[config.mk]
export PLATFORM = sky130hd
export DESIGN_NAME = kypd_scanner_flat
export DESIGN_NICKNAME = d
export VERILOG_FILES = /design/src/rtl/kypd_scanner_pkg.sv /design/src/rtl/kypd_scanner_if.sv /design/src/rtl/kypd_scanner_tick_gen.sv /design/src/rtl/kypd_scanner.sv /design/src/flat_wrapper.sv
export SDC_FILE = /design/constraint.sdc
export NUM_CORES = 1
export LEC_CHECK = 0
export BUFFER_PORTS_ARGS = -buffer_cell sky130_fd_sc_hd__buf_4
export CORE_UTILIZATION = 63
export CTS_BUF_LIST = sky130_fd_sc_hd__clkbuf_8 sky130_fd_sc_hd__clkbuf_16
export DETAILED_ROUTE_END_ITERATION = 6
export GPL_TIMING_DRIVEN = 0
export PLACE_DENSITY = 0.86
export SYNTH_ARGS = -nofsm -noshare
export SYNTH_HDL_FRONTEND = slang
export SYNTH_HIERARCHICAL = 1
export SYNTH_SLANG_ARGS = --single-unit
[constraint.sdc]
create_clock -name clock -period 11.8 [get_ports clock]
set_input_delay 2.36 -clock clock [delete_from_list [all_inputs] [get_ports clock]]
set_output_delay 2.36 -clock clock [all_outputs]
set_load 0.005 [all_outputs]
[src/rtl/kypd_scanner_pkg.sv]
// Shared types and constants for the Pmod KYPD scanner and the seven-segment display side.
package kypd_pkg;

  typedef enum logic [1:0] {
    IDLE,
    PRESS_DB,
    HELD,
    REL_DB
  } kypd_state_e;

  // Indexed by {row, col}; rows top to bottom, columns left to right.
  localparam logic [3:0] KEY_MAP [16] = '{
    4'h1, 4'h2, 4'h3, 4'hA,
    4'h4, 4'h5, 4'h6, 4'hB,
    4'h7, 4'h8, 4'h9, 4'hC,
    4'h0, 4'hF, 4'hE, 4'hD
  };

  function automatic logic [5:0] pack_digit(input logic en, input logic [3:0] hex, input logic dp);
    return {en, hex, dp};
  endfunction

endpackage

[src/rtl/kypd_scanner_if.sv]
// Keypad pins plus the decoded key outputs; master is the scanner, slave is the pad/consumer side.
interface kypd_scanner_if;

  logic [3:0] col;
  logic [3:0] row;
  logic       key_valid;
  logic [3:0] key_code;
  logic       key_held;
  logic [5:0] digit;

  modport master (
    output col, key_valid, key_code, key_held, digit,
    input  row
  );

  modport slave (
    input  col, key_valid, key_code, key_held, digit,
    output row
  );

endinterface

[src/rtl/kypd_scanner_tick_gen.sv]
// Free-running slot timer; tick is high for one cycle every TICK_CYCLES clocks.
module tick_gen #(
  parameter int TICK_CYCLES = 100_000
) (
  input  logic clock,
  input  logic reset,
  output logic tick
);

  localparam int            CW   = (TICK_CYCLES > 1) ? $clog2(TICK_CYCLES) : 1;
  localparam logic [CW-1:0] LAST = CW'(TICK_CYCLES - 1);

  logic [CW-1:0] count;

  always_ff @(posedge clock) begin
    if (!reset)
      count <= '0;
    else if (tick)
      count <= '0;
    else
      count <= count + CW'(1);
  end

  assign tick = (count == LAST);

endmodule

[src/rtl/kypd_scanner.sv]
// 4x4 keypad scanner: column scan, per-frame classification, debounced press/release events.
module kypd_scanner
  import kypd_pkg::*;
#(
  parameter int TICK_CYCLES     = 100_000,
  parameter int DEBOUNCE_FRAMES = 5
) (
  input  logic            clock,
  input  logic            reset,
  kypd_scanner_if.master  kp
);

  localparam logic [4:0] DF     = 5'(DEBOUNCE_FRAMES);
  localparam bit         DF_ONE = (DEBOUNCE_FRAMES == 1);

  logic        tick;
  logic [1:0]  col_idx;
  logic [3:0]  row_meta, row_sync;
  logic [15:0] frame_acc, frame_now;
  logic [4:0]  hits;
  logic [3:0]  hit_idx;
  logic        frame_end, is_empty, is_single;
  logic [3:0]  key_now;

  kypd_state_e state, state_n;
  logic [3:0]  cnt, cnt_n;
  logic [4:0]  cnt_inc;
  logic [3:0]  cand, cand_n;
  logic [3:0]  key_code_r, code_n;
  logic        digit_en, en_n;
  logic        key_valid_r, valid_n;

  tick_gen #(.TICK_CYCLES(TICK_CYCLES)) u_tick (
    .clock (clock),
    .reset (reset),
    .tick  (tick)
  );

  // Current column's live rows merged into the frame so the column-3 tick sees the whole frame.
  always_comb begin
    frame_now = frame_acc;
    for (int r = 0; r < 4; r++)
      frame_now[{2'(r), col_idx}] = ~row_sync[r];
  end

  always_comb begin
    hits    = '0;
    hit_idx = '0;
    for (int i = 0; i < 16; i++) begin
      if (frame_now[i]) begin
        hits    = hits + 5'd1;
        hit_idx = 4'(i);
      end
    end
  end

  assign frame_end = tick && (col_idx == 2'd3);
  assign is_empty  = (hits == 5'd0);
  assign is_single = (hits == 5'd1);
  assign key_now   = KEY_MAP[hit_idx];
  assign cnt_inc   = {1'b0, cnt} + 5'd1;

  always_comb begin
    state_n = state;
    cnt_n   = cnt;
    cand_n  = cand;
    code_n  = key_code_r;
    en_n    = digit_en;
    valid_n = 1'b0;
    if (frame_end) begin
      case (state)
        IDLE: begin
          if (is_single) begin
            cand_n = key_now;
            cnt_n  = 4'd1;
            if (DF_ONE) begin
              code_n  = key_now;
              en_n    = 1'b1;
              valid_n = 1'b1;
              state_n = HELD;
            end else begin
              state_n = PRESS_DB;
            end
          end
        end
        PRESS_DB: begin
          if (is_single && key_now == cand) begin
            if (cnt_inc >= DF) begin
              code_n  = cand;
              en_n    = 1'b1;
              valid_n = 1'b1;
              state_n = HELD;
            end else begin
              cnt_n = cnt_inc[3:0];
            end
          end else if (is_single) begin
            cand_n = key_now;
            cnt_n  = 4'd1;
          end else begin
            state_n = IDLE;
          end
        end
        // A held pad must go fully empty before any new key can be debounced.
        HELD: begin
          if (is_empty) begin
            cnt_n   = 4'd1;
            state_n = DF_ONE ? IDLE : REL_DB;
          end
        end
        REL_DB: begin
          if (is_empty) begin
            if (cnt_inc >= DF)
              state_n = IDLE;
            else
              cnt_n = cnt_inc[3:0];
          end else begin
            state_n = HELD;
          end
        end
        default: state_n = IDLE;
      endcase
    end
  end

  always_ff @(posedge clock) begin
    if (!reset) begin
      col_idx     <= 2'd0;
      row_meta    <= 4'hF;
      row_sync    <= 4'hF;
      frame_acc   <= '0;
      state       <= IDLE;
      cnt         <= '0;
      cand        <= '0;
      key_code_r  <= '0;
      digit_en    <= 1'b0;
      key_valid_r <= 1'b0;
    end else begin
      row_meta    <= kp.row;
      row_sync    <= row_meta;
      if (tick) begin
        col_idx   <= col_idx + 2'd1;
        frame_acc <= frame_now;
      end
      state       <= state_n;
      cnt         <= cnt_n;
      cand        <= cand_n;
      key_code_r  <= code_n;
      digit_en    <= en_n;
      key_valid_r <= valid_n;
    end
  end

  assign kp.col       = ~(4'b0001 << col_idx);
  assign kp.key_valid = key_valid_r;
  assign kp.key_code  = key_code_r;
  assign kp.key_held  = (state == HELD) || (state == REL_DB);
  assign kp.digit     = pack_digit(digit_en, key_code_r, 1'b0);

endmodule

[src/flat_wrapper.sv]
// flat-port wrapper written by rule: the top's interface ports become plain ports
module kypd_scanner_flat import kypd_pkg::*;
#(
  parameter int TICK_CYCLES     = 100_000,
  parameter int DEBOUNCE_FRAMES = 5
)
  (clock, reset, kp_col, kp_key_valid, kp_key_code, kp_key_held, kp_digit, kp_row);
  kypd_scanner_if kp_i ();
  input  logic clock;
  input  logic reset;
  output wire logic [$bits(kp_i.col)-1:0] kp_col;
  output wire logic [$bits(kp_i.key_valid)-1:0] kp_key_valid;
  output wire logic [$bits(kp_i.key_code)-1:0] kp_key_code;
  output wire logic [$bits(kp_i.key_held)-1:0] kp_key_held;
  output wire logic [$bits(kp_i.digit)-1:0] kp_digit;
  input wire logic [$bits(kp_i.row)-1:0] kp_row;
  assign kp_col = kp_i.col;
  assign kp_key_valid = kp_i.key_valid;
  assign kp_key_code = kp_i.key_code;
  assign kp_key_held = kp_i.key_held;
  assign kp_digit = kp_i.digit;
  assign kp_i.row = kp_row;
  kypd_scanner #(.TICK_CYCLES(TICK_CYCLES), .DEBOUNCE_FRAMES(DEBOUNCE_FRAMES)) u_core (.clock(clock), .reset(reset), .kp(kp_i));
endmodule
==> flow_metrics.py <==
metrics = {
    "run_status": {
        "result_of_the_run": "completed",
    },
    "place": {
        "dpl.hpwl_um": 8550,
        "dpl-instance-area_um2": 5300,
        "dp_worst_setup_slack_ns": 0.436,
        "final_replace_weighted_congestion": 0.882,
        "dp_cells": 739,
        "portBuffers": 20,
    },
    "clock_network": {
        "number_of_buffers_on_the_longest_clock_path": 2,
        "clk-insertion-delay-late_ns": 0.34,
        "ctsHtreeMaxLevel": 3,
        "ctsRootBufferMaster": "clkbuf_8",
        "tritoncts": "built",
        "cts_hold_repair.buffers": 0,
        "numClockSinks": 59,
        "cts_inserted_buffers": 9,
        "clk_pin_slew_worst_paths_ns": 0.07,
    },
    "synth": {
        "netlist.area_leader.share_pct": 23.5,
        "netlist_top_cells_area": "dfxtp_1 24%, xnor2_1 6.4%, ha_1 6.0%",
        "synth.cell_area_um2": 5030,
        "yosys_warnings": 6,
        "ys.flop_type": "dfxtp_1",
        "postSynth.asyncResetShare_pct": 0,
        "synth.lib_cells_used.distinct": 90,
        "syn-mean-instance-area_um2": 8.15,
        "synth-edff-count": 0,
        "syn_inst": 617,
        "register_area_share_after_synthesis_pct": 23.5,
        "ys_seq_elements": 59,
        "synth_area_leader": "dfxtp_1",
        "synth_most_common_cell": "nor2_1",
        "synth_fp_nets": 647,
        "synth.cells.most_frequent": "77 x nor2_1, 59 x dfxtp_1, 59 x nand2_1, 37 x xnor2_1",
    },
    "timing": {
        "report.final.slew_viol_count": 0,
        "number_of_hold_violations_in_the_final_report": 0,
        "tightest_slew_ns": 0.796,
        "finalSetupViolCount": 0,
        "min_period_ns": 10.98,
        "max_freq_mhz": 91.0,
        "final_min_period_over_clock_period_pct": 93.1,
        "slew_headroom_pct": 46.9,
        "timing.clock.skew_ns": 0.0101,
        "setup_ws_ns": 0.816,
    },
    "global_routing": {
        "grt_start_max_net_pins": 11,
        "track_usage_pct": 29.3,
        "globalRoute.totalOverflow": 0,
        "grt_pass1_wl_um": 19900,
        "grt_antenna_before_repair": 0,
        "grt_pass1_vias": 4403,
    },
    "setup_path": {
        "cpPeakStageDelay_ns": 0.41,
        "timing.critical_path.to_type": "register",
        "startpoint_of_the_worst_slack_reg_to_reg_timing_path": "u_core/col_idx[0]",
        "worst_path_most_repeated_cell": "ha_1",
        "worst_ep_arrival_time_ns": 11.21,
        "critPathSlowestCell": "dfxtp_1",
        "path_class": "register to register",
        "timing.critical_path.fanout_max": 10,
        "timing.critical_path.from": "u_core/col_idx[0]",
        "cp-start-kind": "register",
        "worst_path_required_time_ns": 12.02,
    },
    "cells_and_area": {
        "nets": 678,
        "fillers": 576,
        "final_area_um2": 5560,
        "final_cells": 755,
        "ff_latch_area_um2": 1180,
        "final_layout_size_suffix_gt1_share_pct": 14.9,
        "multiInputGateArea_um2": 3590,
        "area_growth_syn_to_layout_pct": 10.6,
        "antenna_cells_inserted": 0,
    },
    "floorplan": {
        "die_area_um2": 8340,
        "die_w_um": 91.3,
        "design.core.area_um2": 7730,
        "ioPinCount": 22,
        "start_util_pct": 65.0,
        "floorplan.rows": 32,
        "die-height_um": 91.3,
    },
    "route": {
        "drt.antenna.violating_nets": 0,
        "vias": 4515,
        "drt_first_iter_violations": 284,
        "post_drt_wl_per_cell_um": 15.7,
        "drt_pre_antenna_iters": 5,
        "drcViolationCount": 0,
        "vias_per_cell": 5.98,
        "detail_route.wirelength_um": 11800,
    },
    "power_and_ir_drop": {
        "p_leak_nw": 2.20,
        "vdd_drop_max_mv": 0.112,
        "cellPowerDensity_nw_per_um2": 79.0,
    },
    "worst_hold_path": {
        "min_path_type": "register to register",
        "hp-start": "u_core/row_meta[0]",
    },
    "run": {
        "cap_violations": 0,
    },
}
-- layer usage --
metal / up-vias / part of all wire, % / GRT usage (%)
li1: 2217 / - / -
met5: - / 0 / 0
met3: 22 / 3.9 / 4.44
met2: 134 / 50 / 50.8
met1: 2142 / 45 / 37.1
met4: 0 / 1.4 / 9.52
-- critical path: cells and delay by family (launching register included) --
| family | cells | cell delay (ns) |
|---|---|---|
| adders and majority gates | 15 | 4.40 |
| AOI/OAI and AO/OA | 12 | 1.99 |
| and+or+nand+nor | 15 | 1.84 |
| muxes | 5 | 1.08 |
| buffers and inverters | 8 | 0.98 |
| DFF | 1 | 0.41 |
| xor gates and xnor gates | 1 | 0.16 |
-- registers in the layout (all words and copies together), names as in the netlist --
register,cells
u_core/kp.key_valid,1
u_core/digit_en,1
u_core/row_meta,4
u_core/cand,4
u_core/kp.key_code,4
u_core/state,2
u_core/cnt,4
u_core/u_tick/count,17
u_core/row_sync,4
u_core/frame_acc,16
u_core/col_idx,2
-- cells by family (layout without fill, tap and decap cells) --
| logic type | count (synthesis) | in the layout | share of synthesized area, % |
|---|---|---|---|
| AND/OR/NAND/NOR | 247 | 247 | 24.6 |
| AO/OA/AOI/OAI | 115 | 115 | 16.3 |
| XOR/XNOR | 69 | 69 | 15.8 |
| buffers and inverters | 64 | 100 | 6.05 |
| flip-flops | 59 | 59 | 23.5 |
| multiplexers | 37 | 37 | 7.54 |
| adder cells (fa/ha/maj) | 25 | 25 | 6.17 |
| other | 1 | 1 | 0.0746 |
-- repair_timing --
| action | in CTS | in global routing |
|---|---|---|
| endpoints found under the hold margin | 0 | 0 |
| resized for setup | 0 | 15 |
| setup endpoints to repair | 0 | 16 |
| setup buffers | 0 | 1 |
-- cell usage in the layout (no fill, tap or decap), types with 14 or more instances in the layout --
| cell type | n |
|---|---|
| o21ai_0 | 15 |
| clkbuf_1 | 14 |
| ha_1 | 23 |
| xnor2_1 | 37 |
| nand3_1 | 24 |
| nand2b_1 | 23 |
| buf_4 | 27 |
| nor2_1 | 77 |
| xor2_1 | 17 |
| nand2_1 | 59 |
| inv_1 | 31 |
| dfxtp_1 | 58 |
| mux2i_1 | 30 |
| a21oi_1 | 28 |
-- where the power goes --
group	leakage (nW)	switching (mW)	internal, mW
logic	1.62	0.0309	0.0225
clock network	0.103	0.0814	0.101
registers	0.478	0.00182	0.201
total	2.20	0.114	0.325
-- final cells by class --
type                    count  share of cell area, %
clock buffers              10                   2.48
clock inverters             6                   1.01
plain buffers              33                   3.47
inverters                  30                   2.03
flip-flops and latches     59                   21.3
multi-input cells         494                   64.6
well taps                 102                   2.30
repair buffers             21                   2.84
-- through the flow --
step | hold WS (ns) | utilization (%) | setup TNS, ns | power [mW]
floorplan | 0.386 | - | 0 | 0.247
global placement | 0.393 | 68.6 | 0 | 0.255
detailed placement | 0.395 | 68.6 | 0 | 0.257
CTS | 0.411 | 71.1 | 0 | 0.438
global route | 0.419 | 71.9 | -0.0194 | 0.456
finish | 0.408 | 71.9 | 0 | 0.439
-- final timing paths --
path	cells past startpoint	endpoint	slack (ns)
max	56	u_core/kp.key_code[3]	0.82
min	1	u_core/row_sync[0]	0.41
max reg2reg	56	u_core/kp.key_code[3]	0.82
min reg2reg	1	u_core/row_sync[0]	0.41
Power figures use the tool's default switching activity.
